--- src/rtl/pong_field_renderer_pkg.sv ---
// rtl/pong_field_renderer_pkg.sv - shared types and defaults for the pong field renderer
package pong_pkg;

  localparam int COORD_W   = 10;
  localparam int COLOR_W   = 1;
  localparam int BORDER_PX = 4;

  typedef struct packed {
    logic [COORD_W-1:0]   x;
    logic [COORD_W-1:0]   y;
    logic [COORD_W-1:0]   w;
    logic [COORD_W-1:0]   h;
    logic [3*COLOR_W-1:0] color;
    logic                 en;
  } rect_t;

endpackage

--- src/rtl/pong_field_renderer_rect_hit.sv ---
// rtl/pong_field_renderer_rect_hit.sv - registered hit test of one rectangle slot
module rect_hit
  import pong_pkg::*;
#(
  parameter int CW = pong_pkg::COORD_W
) (
  input  logic          clk,
  input  logic          rst,
  input  logic [CW-1:0] x,
  input  logic [CW-1:0] y,
  input  logic [CW-1:0] rx,
  input  logic [CW-1:0] ry,
  input  logic [CW-1:0] rw,
  input  logic [CW-1:0] rh,
  input  logic          en,
  output logic          hit
);

  // Right/top edges in CW+1 bits so a slot hanging off the field never wraps to x=0.
  logic [CW:0] x_end;
  logic [CW:0] y_end;
  logic        in_x;
  logic        in_y;

  assign x_end = {1'b0, rx} + {1'b0, rw};
  assign y_end = {1'b0, ry} + {1'b0, rh};
  assign in_x  = (x >= rx) && ({1'b0, x} < x_end);
  assign in_y  = (y >= ry) && ({1'b0, y} < y_end);

  always_ff @(posedge clk or posedge rst) begin
    if (rst) hit <= 1'b0;
    else     hit <= en && in_x && in_y;
  end

endmodule

--- src/rtl/pong_field_renderer.sv ---
// rtl/pong_field_renderer.sv - multi-rectangle field renderer with per-frame commit; FIELD_BORDER_EN adds an inverted-bg border
module pong_field_renderer
  import pong_pkg::*;
#(
  parameter int NUM_RECTS = 4,
  parameter int IDX_W     = 2,
  parameter int COLOR_W   = pong_pkg::COLOR_W,
  parameter int COORD_W   = pong_pkg::COORD_W,
  parameter int H_RES     = 640,
  parameter int V_RES     = 480
) (
  input  logic                 clk,
  input  logic                 rst,
  input  logic [COORD_W-1:0]   pos_h,
  input  logic [COORD_W-1:0]   pos_v,
  input  logic                 blank,
  input  logic [3*COLOR_W-1:0] bg_color,
  input  logic                 upd_valid,
  output logic                 upd_ready,
  input  logic [IDX_W-1:0]     upd_idx,
  input  logic [COORD_W-1:0]   upd_x,
  input  logic [COORD_W-1:0]   upd_y,
  input  logic [COORD_W-1:0]   upd_w,
  input  logic [COORD_W-1:0]   upd_h,
  input  logic [3*COLOR_W-1:0] upd_color,
  input  logic                 upd_en,
  output logic                 frame_start,
  output logic [COLOR_W-1:0]   red,
  output logic [COLOR_W-1:0]   green,
  output logic [COLOR_W-1:0]   blue
);

  localparam logic [COORD_W-1:0] V_TOP = COORD_W'(V_RES - 1);

  logic [COORD_W-1:0]   sh_x [NUM_RECTS];
  logic [COORD_W-1:0]   sh_y [NUM_RECTS];
  logic [COORD_W-1:0]   sh_w [NUM_RECTS];
  logic [COORD_W-1:0]   sh_h [NUM_RECTS];
  logic [3*COLOR_W-1:0] sh_c [NUM_RECTS];
  logic                 sh_en[NUM_RECTS];
  logic [COORD_W-1:0]   ac_x [NUM_RECTS];
  logic [COORD_W-1:0]   ac_y [NUM_RECTS];
  logic [COORD_W-1:0]   ac_w [NUM_RECTS];
  logic [COORD_W-1:0]   ac_h [NUM_RECTS];
  logic [3*COLOR_W-1:0] ac_c [NUM_RECTS];
  logic                 ac_en[NUM_RECTS];

  logic rdy_q;
  logic commit;
  logic accept;

  assign commit    = (pos_v == COORD_W'(V_RES)) && (pos_h == '0);
  // Updates are held off on the commit edge so a write always lands in exactly one frame.
  assign upd_ready = rdy_q && !commit;
  assign accept    = upd_valid && upd_ready;

  always_ff @(posedge clk or posedge rst) begin
    if (rst) begin
      rdy_q       <= 1'b0;
      frame_start <= 1'b0;
      for (int i = 0; i < NUM_RECTS; i++) begin
        sh_x[i] <= '0; sh_y[i] <= '0; sh_w[i] <= '0; sh_h[i] <= '0; sh_c[i] <= '0; sh_en[i] <= 1'b0;
        ac_x[i] <= '0; ac_y[i] <= '0; ac_w[i] <= '0; ac_h[i] <= '0; ac_c[i] <= '0; ac_en[i] <= 1'b0;
      end
    end else begin
      rdy_q       <= 1'b1;
      frame_start <= commit;
      for (int i = 0; i < NUM_RECTS; i++) begin
        if (accept && upd_idx == IDX_W'(i)) begin
          sh_x[i] <= upd_x; sh_y[i] <= upd_y; sh_w[i] <= upd_w;
          sh_h[i] <= upd_h; sh_c[i] <= upd_color; sh_en[i] <= upd_en;
        end
        if (commit) begin
          ac_x[i] <= sh_x[i]; ac_y[i] <= sh_y[i]; ac_w[i] <= sh_w[i];
          ac_h[i] <= sh_h[i]; ac_c[i] <= sh_c[i]; ac_en[i] <= sh_en[i];
        end
      end
    end
  end

  logic [COORD_W-1:0]   x_s1, y_s1;
  logic                 blank_s1, blank_s2;
  logic [3*COLOR_W-1:0] bg_s1, bg_s2;
  logic [NUM_RECTS-1:0] hit;
  logic                 border_s2;

  always_ff @(posedge clk or posedge rst) begin
    if (rst) begin
      x_s1 <= '0; y_s1 <= '0; blank_s1 <= 1'b1; bg_s1 <= '0;
      blank_s2 <= 1'b1; bg_s2 <= '0; border_s2 <= 1'b0;
    end else begin
      x_s1     <= pos_h;
      y_s1     <= V_TOP - pos_v;
      blank_s1 <= blank;
      bg_s1    <= bg_color;
      blank_s2 <= blank_s1;
      bg_s2    <= bg_s1;
`ifdef FIELD_BORDER_EN
      border_s2 <= (x_s1 < COORD_W'(BORDER_PX)) || (x_s1 >= COORD_W'(H_RES - BORDER_PX)) ||
                   (y_s1 < COORD_W'(BORDER_PX)) || (y_s1 >= COORD_W'(V_RES - BORDER_PX));
`else
      border_s2 <= 1'b0;
`endif
    end
  end

  for (genvar g = 0; g < NUM_RECTS; g++) begin : g_slot
    rect_hit #(.CW(COORD_W)) u_hit (
      .clk(clk), .rst(rst), .x(x_s1), .y(y_s1),
      .rx(ac_x[g]), .ry(ac_y[g]), .rw(ac_w[g]), .rh(ac_h[g]),
      .en(ac_en[g]), .hit(hit[g])
    );
  end

  logic [3*COLOR_W-1:0] color_sel;

  always_comb begin
    color_sel = bg_s2;
    for (int i = NUM_RECTS - 1; i >= 0; i--) begin
      if (hit[i]) color_sel = ac_c[i];
    end
    if (border_s2) color_sel = ~bg_s2;
  end

  always_ff @(posedge clk or posedge rst) begin
    if (rst) begin
      red <= '0; green <= '0; blue <= '0;
    end else if (blank_s2) begin
      red <= '0; green <= '0; blue <= '0;
    end else begin
      red   <= color_sel[3*COLOR_W-1 -: COLOR_W];
      green <= color_sel[2*COLOR_W-1 -: COLOR_W];
      blue  <= color_sel[COLOR_W-1:0];
    end
  end

endmodule
--- config.mk ---
export PLATFORM = sky130hd
export DESIGN_NAME = pong_field_renderer
export DESIGN_NICKNAME = d
export VERILOG_FILES = /design/src/rtl/pong_field_renderer_pkg.sv /design/src/rtl/pong_field_renderer_rect_hit.sv /design/src/rtl/pong_field_renderer.sv
export SDC_FILE = /design/constraint.sdc
export NUM_CORES = 1
export LEC_CHECK = 0
export ABC_CLOCK_PERIOD_IN_PS = 17640
export CAP_MARGIN = 15
export CORE_ASPECT_RATIO = 1.5
export CORE_MARGIN = 4
export CORE_UTILIZATION = 40
export DETAILED_ROUTE_END_ITERATION = 7
export HOLD_SLACK_MARGIN = 0.12
export PLACE_DENSITY = 0.55
export RECOVER_POWER = 25
export REMOVE_ABC_BUFFERS = 1
export SYNTH_ARGS = -nofsm -noshare
export SYNTH_HDL_FRONTEND = slang
export SYNTH_HIERARCHICAL = 1
export SYNTH_SLANG_ARGS = --single-unit
--- constraint.sdc ---
create_clock -name clk -period 17.64 [get_ports clk]
set_clock_uncertainty 0.2 [all_clocks]
set_input_delay 3.528 -clock clk [delete_from_list [all_inputs] [get_ports clk]]
set_output_delay 3.528 -clock clk [all_outputs]
set_load 0.02 [all_outputs]
==> out/qor.csv <==
stage;metric;value;unit
timing;finalSetupTns;0;ns
timing;drv_slew;310;
clock_network;cts.sinks;389;
synthesis;synth.avg_cell_area;12.5;sq um
synthesis;synth_edf_count;0;
timing;setup_viol;0;
setup_path;critPathCaptureType;async pin;
floorplanning;num_rows;102;
detailed_routing;drt-initial-drc-count;418;
floorplanning;die_area;0.0563;sq mm
synthesis;ys_seq_area_frac;0.464;
global_route;gr-total-overflow;0;
timing;timing_hold_violations_final;0;
timing;rsz0062_at_grt;no;
layout;final-seq-area;0.00974;sq mm
outcome;status;finished with violations;
detailed_routing;wl_met1;20.4;mm
placed_design;dp_hpwl;38.4;mm
synthesis;ys_top_cells_by_area;dfrtp_1, mux2_2, ha_1;
power;irDropWorstVdd;0.0000746;V
floorplanning;fp.dieH;289;um
layout;layout-drive-gt1-share;0.251;
setup_path;critPathMaxFanout;178;
setup_path;cp.arrival;12.32;ns
power;p_leak;11.0;nW
layout;multi_input_area;0.0106;sq mm
worst_hold_path;hold-path-cell-count;0;
global_route;first_global_vias;14295;
timing;maxClockFrequency;0.0834;GHz
clock_network;post_cts_resized;0;
clock_network;cts_buffers;40;
detailed_routing;highest_layer;met4;
floorplanning;start_util;0.405;
layout;mostFrequentLayoutCell;dfrtp_1;
layout;syn_to_final_growth;13.6;%
setup_path;r2r_slack;13.27;ns
detailed_routing;wl_met2;29.1;mm
floorplanning;die_w;195;um
placed_design;place_congestion;0.835;
clock_network;clk_pin_slew;0.06;ns
global_route;grtUsageTotal;0.187;
worst_hold_path;hold_path_class;reg2reg;
detailed_routing;drt-total-wl;52.7;mm
detailed_routing;vias;13295;
layout;fill_cells;4778;
clock_network;cts.htree.levels;2;
layout;final_util;0.460;
clock_network;cts_tree;yes;
global_route;grt_max_degree;179;
floorplanning;core_region_area;0.0518;sq mm
detailed_routing;viasPerCell;5.37;
setup_path;worst-r2r-cell-count;13;
synthesis;synthCells;1679;
clock_network;cts.path.max_buffers;3;
timing;max-slew-margin-rel;-2.84;
synthesis;syn-cell-area;0.0210;sq mm
synthesis;synth-seq-cells;389;
layout;layout_common_cells;dfrtp_1, mux2_2, ha_1, inv_1, a21oi_1;
clock_network;worstSkewPairLatency;0.54;ns
detailed_routing;dr.pass1.iters;5;
timing;fin_crit;12.00;ns
setup_path;path_class;in2async;
setup_path;worst_setup_path_start_kind;input pin;
outcome;violations;max-capacitance violations, max-slew violations;
layout;nets;2083;
global_route;antenna_found_initial;1;
synthesis;yosysTopAreaCell;dfrtp_1;
clock_network;clock-root-buffer;clkbuf_16;
run;cap_violations;2;
timing;fin_crit_sh;0.680;
clock_network;cts_hold_buffers;0;
detailed_routing;drcViolationCount;0;
detailed_routing;dr_wl_met3;1.30;mm
placed_design;port-buffer-count;77;
detailed_routing;wire_per_inst;21.3;um
global_route;grt_pass1_wl;82.0;mm
power;p_per_area;90.3;mW/mm^2
layout;antenna_cells;0;
floorplanning;io_pins;78;
setup_path;required;17.96;ns
detailed_routing;antenna_left;0;
clock_network;cts_setup_buffers;0;
synthesis;synth_cell_types;65;
synthesis;yosys_warnings;6;
synthesis;synth_top_area_frac;0.461;
timing;worstMarginPinSlew;5.73;ns
synthesis;async_reset_ff_frac;1.00;
synthesis;ys.flop_type;dfrtp_1;
## cell type report
type	count	share of cell area
Clock buffer	53	0.0466
Clock inverter	19	0.0125
Inverter	123	0.0194
Multi-Input combinational cell	1129	0.443
Sequential cell	389	0.408
Tap cell	676	0.0355
Timing Repair Buffer	86	0.0350
## metal layers
layer	vias up	GRT usage
li1	6215	-
met1	6805	0.211
met2	185	0.365
met3	90	0.0207
met4	0	0.0650
met5	-	0
## registers in the layout (all words and copies together) (netlist names), 3 cells and up
| name | flops |
|---|---|
| ac_h | 40 |
| ac_w | 40 |
| ac_x | 40 |
| ac_y | 40 |
| sh_h | 40 |
| sh_w | 40 |
| sh_x | 40 |
| sh_y | 40 |
| ac_c | 12 |
| sh_c | 12 |
| x_s1 | 10 |
| y_s1 | 10 |
| ac_en | 4 |
| g_slot.u_hit/hit | 4 |
| sh_en | 4 |
| bg_s1 | 3 |
| bg_s2 | 3 |
## worst paths after layout
path	from	endpoint
worst max register to register	ac_y[20]	g_slot[1].u_hit/hit
max in group clk	pos_v[8]	upd_ready
min in group asynchronous	rst	g_slot[2].u_hit/hit
worst max-delay path	rst	sh_w[2]
worst min-delay path	bg_s1[0]	bg_s2[0]
worst min register to register	bg_s1[0]	bg_s2[0]
## critical path, stage by stage
cell and delay, ns:
dlygate4sd3_1 0.66, clkinvlp_2 3.19, clkbuf_2 3.30, buf_4 1.17
## cell families (layout without fill, tap and decap cells)
logic type               after synthesis  count (layout)  share of synthesized area
adder cells (fa/ha/maj)              241             241                      0.146
flip-flops                           389             389                      0.464
multiplexers                         352             352                      0.192
buffers and inverters                161             281                     0.0347
XOR/XNOR                              65              65                     0.0271
AND/OR/NAND/NOR                      199             199                     0.0477
other                                  1               1                   0.000179
AO/OA/AOI/OAI                        271             271                     0.0881
## synthesized netlist by cell type (6+ instances only)
cell         n
a2111oi_0    8
a211o_1      8
a211oi_1    11
a21o_1      24
a21oi_1     62
a31o_1       6
and3_1       7
buf_2       15
buf_4       18
dfrtp_1    387
fa_1         8
ha_1       233
inv_1      122
mux2_2     326
mux2_4      20
nand2_1     42
nand2b_1    13
nand3_1     25
nor2_1      48
nor2b_1      9
nor3_1      23
nor4_1       7
o21a_1      22
o21ai_0     51
o21ai_1     17
o21bai_1    12
xnor2_1     33
xor2_1      32
## metrics by stage
| stage | setup WS, ns | cells | power, mW | hold WS, ns | area [sq um] |
|---|---|---|---|---|---|
| 5_1_grt | 3.93 | 2475 | 2.25 | 0.164 | 23800 |
| 6_report | 5.64 | 2475 | 2.15 | 0.150 | 23800 |
| 2_1_floorplan | 1.49 | 1641 | 1.18 | 0.131 | 20700 |
| 3_3_place_gp | 7.45 | 2403 | 1.25 | 0.133 | 22500 |
| 4_1_cts | 7.44 | 2475 | 2.19 | 0.156 | 23900 |
| 3_5_place_dp | 7.46 | 2403 | 1.26 | 0.141 | 22500 |
## power breakdown
group	switching, mW	internal, mW	total, mW
logic	0.0863	0.113	0.199
registers	0.0528	0.986	1.04
clock network	0.355	0.560	0.916
(Power assumes the default switching activity.)
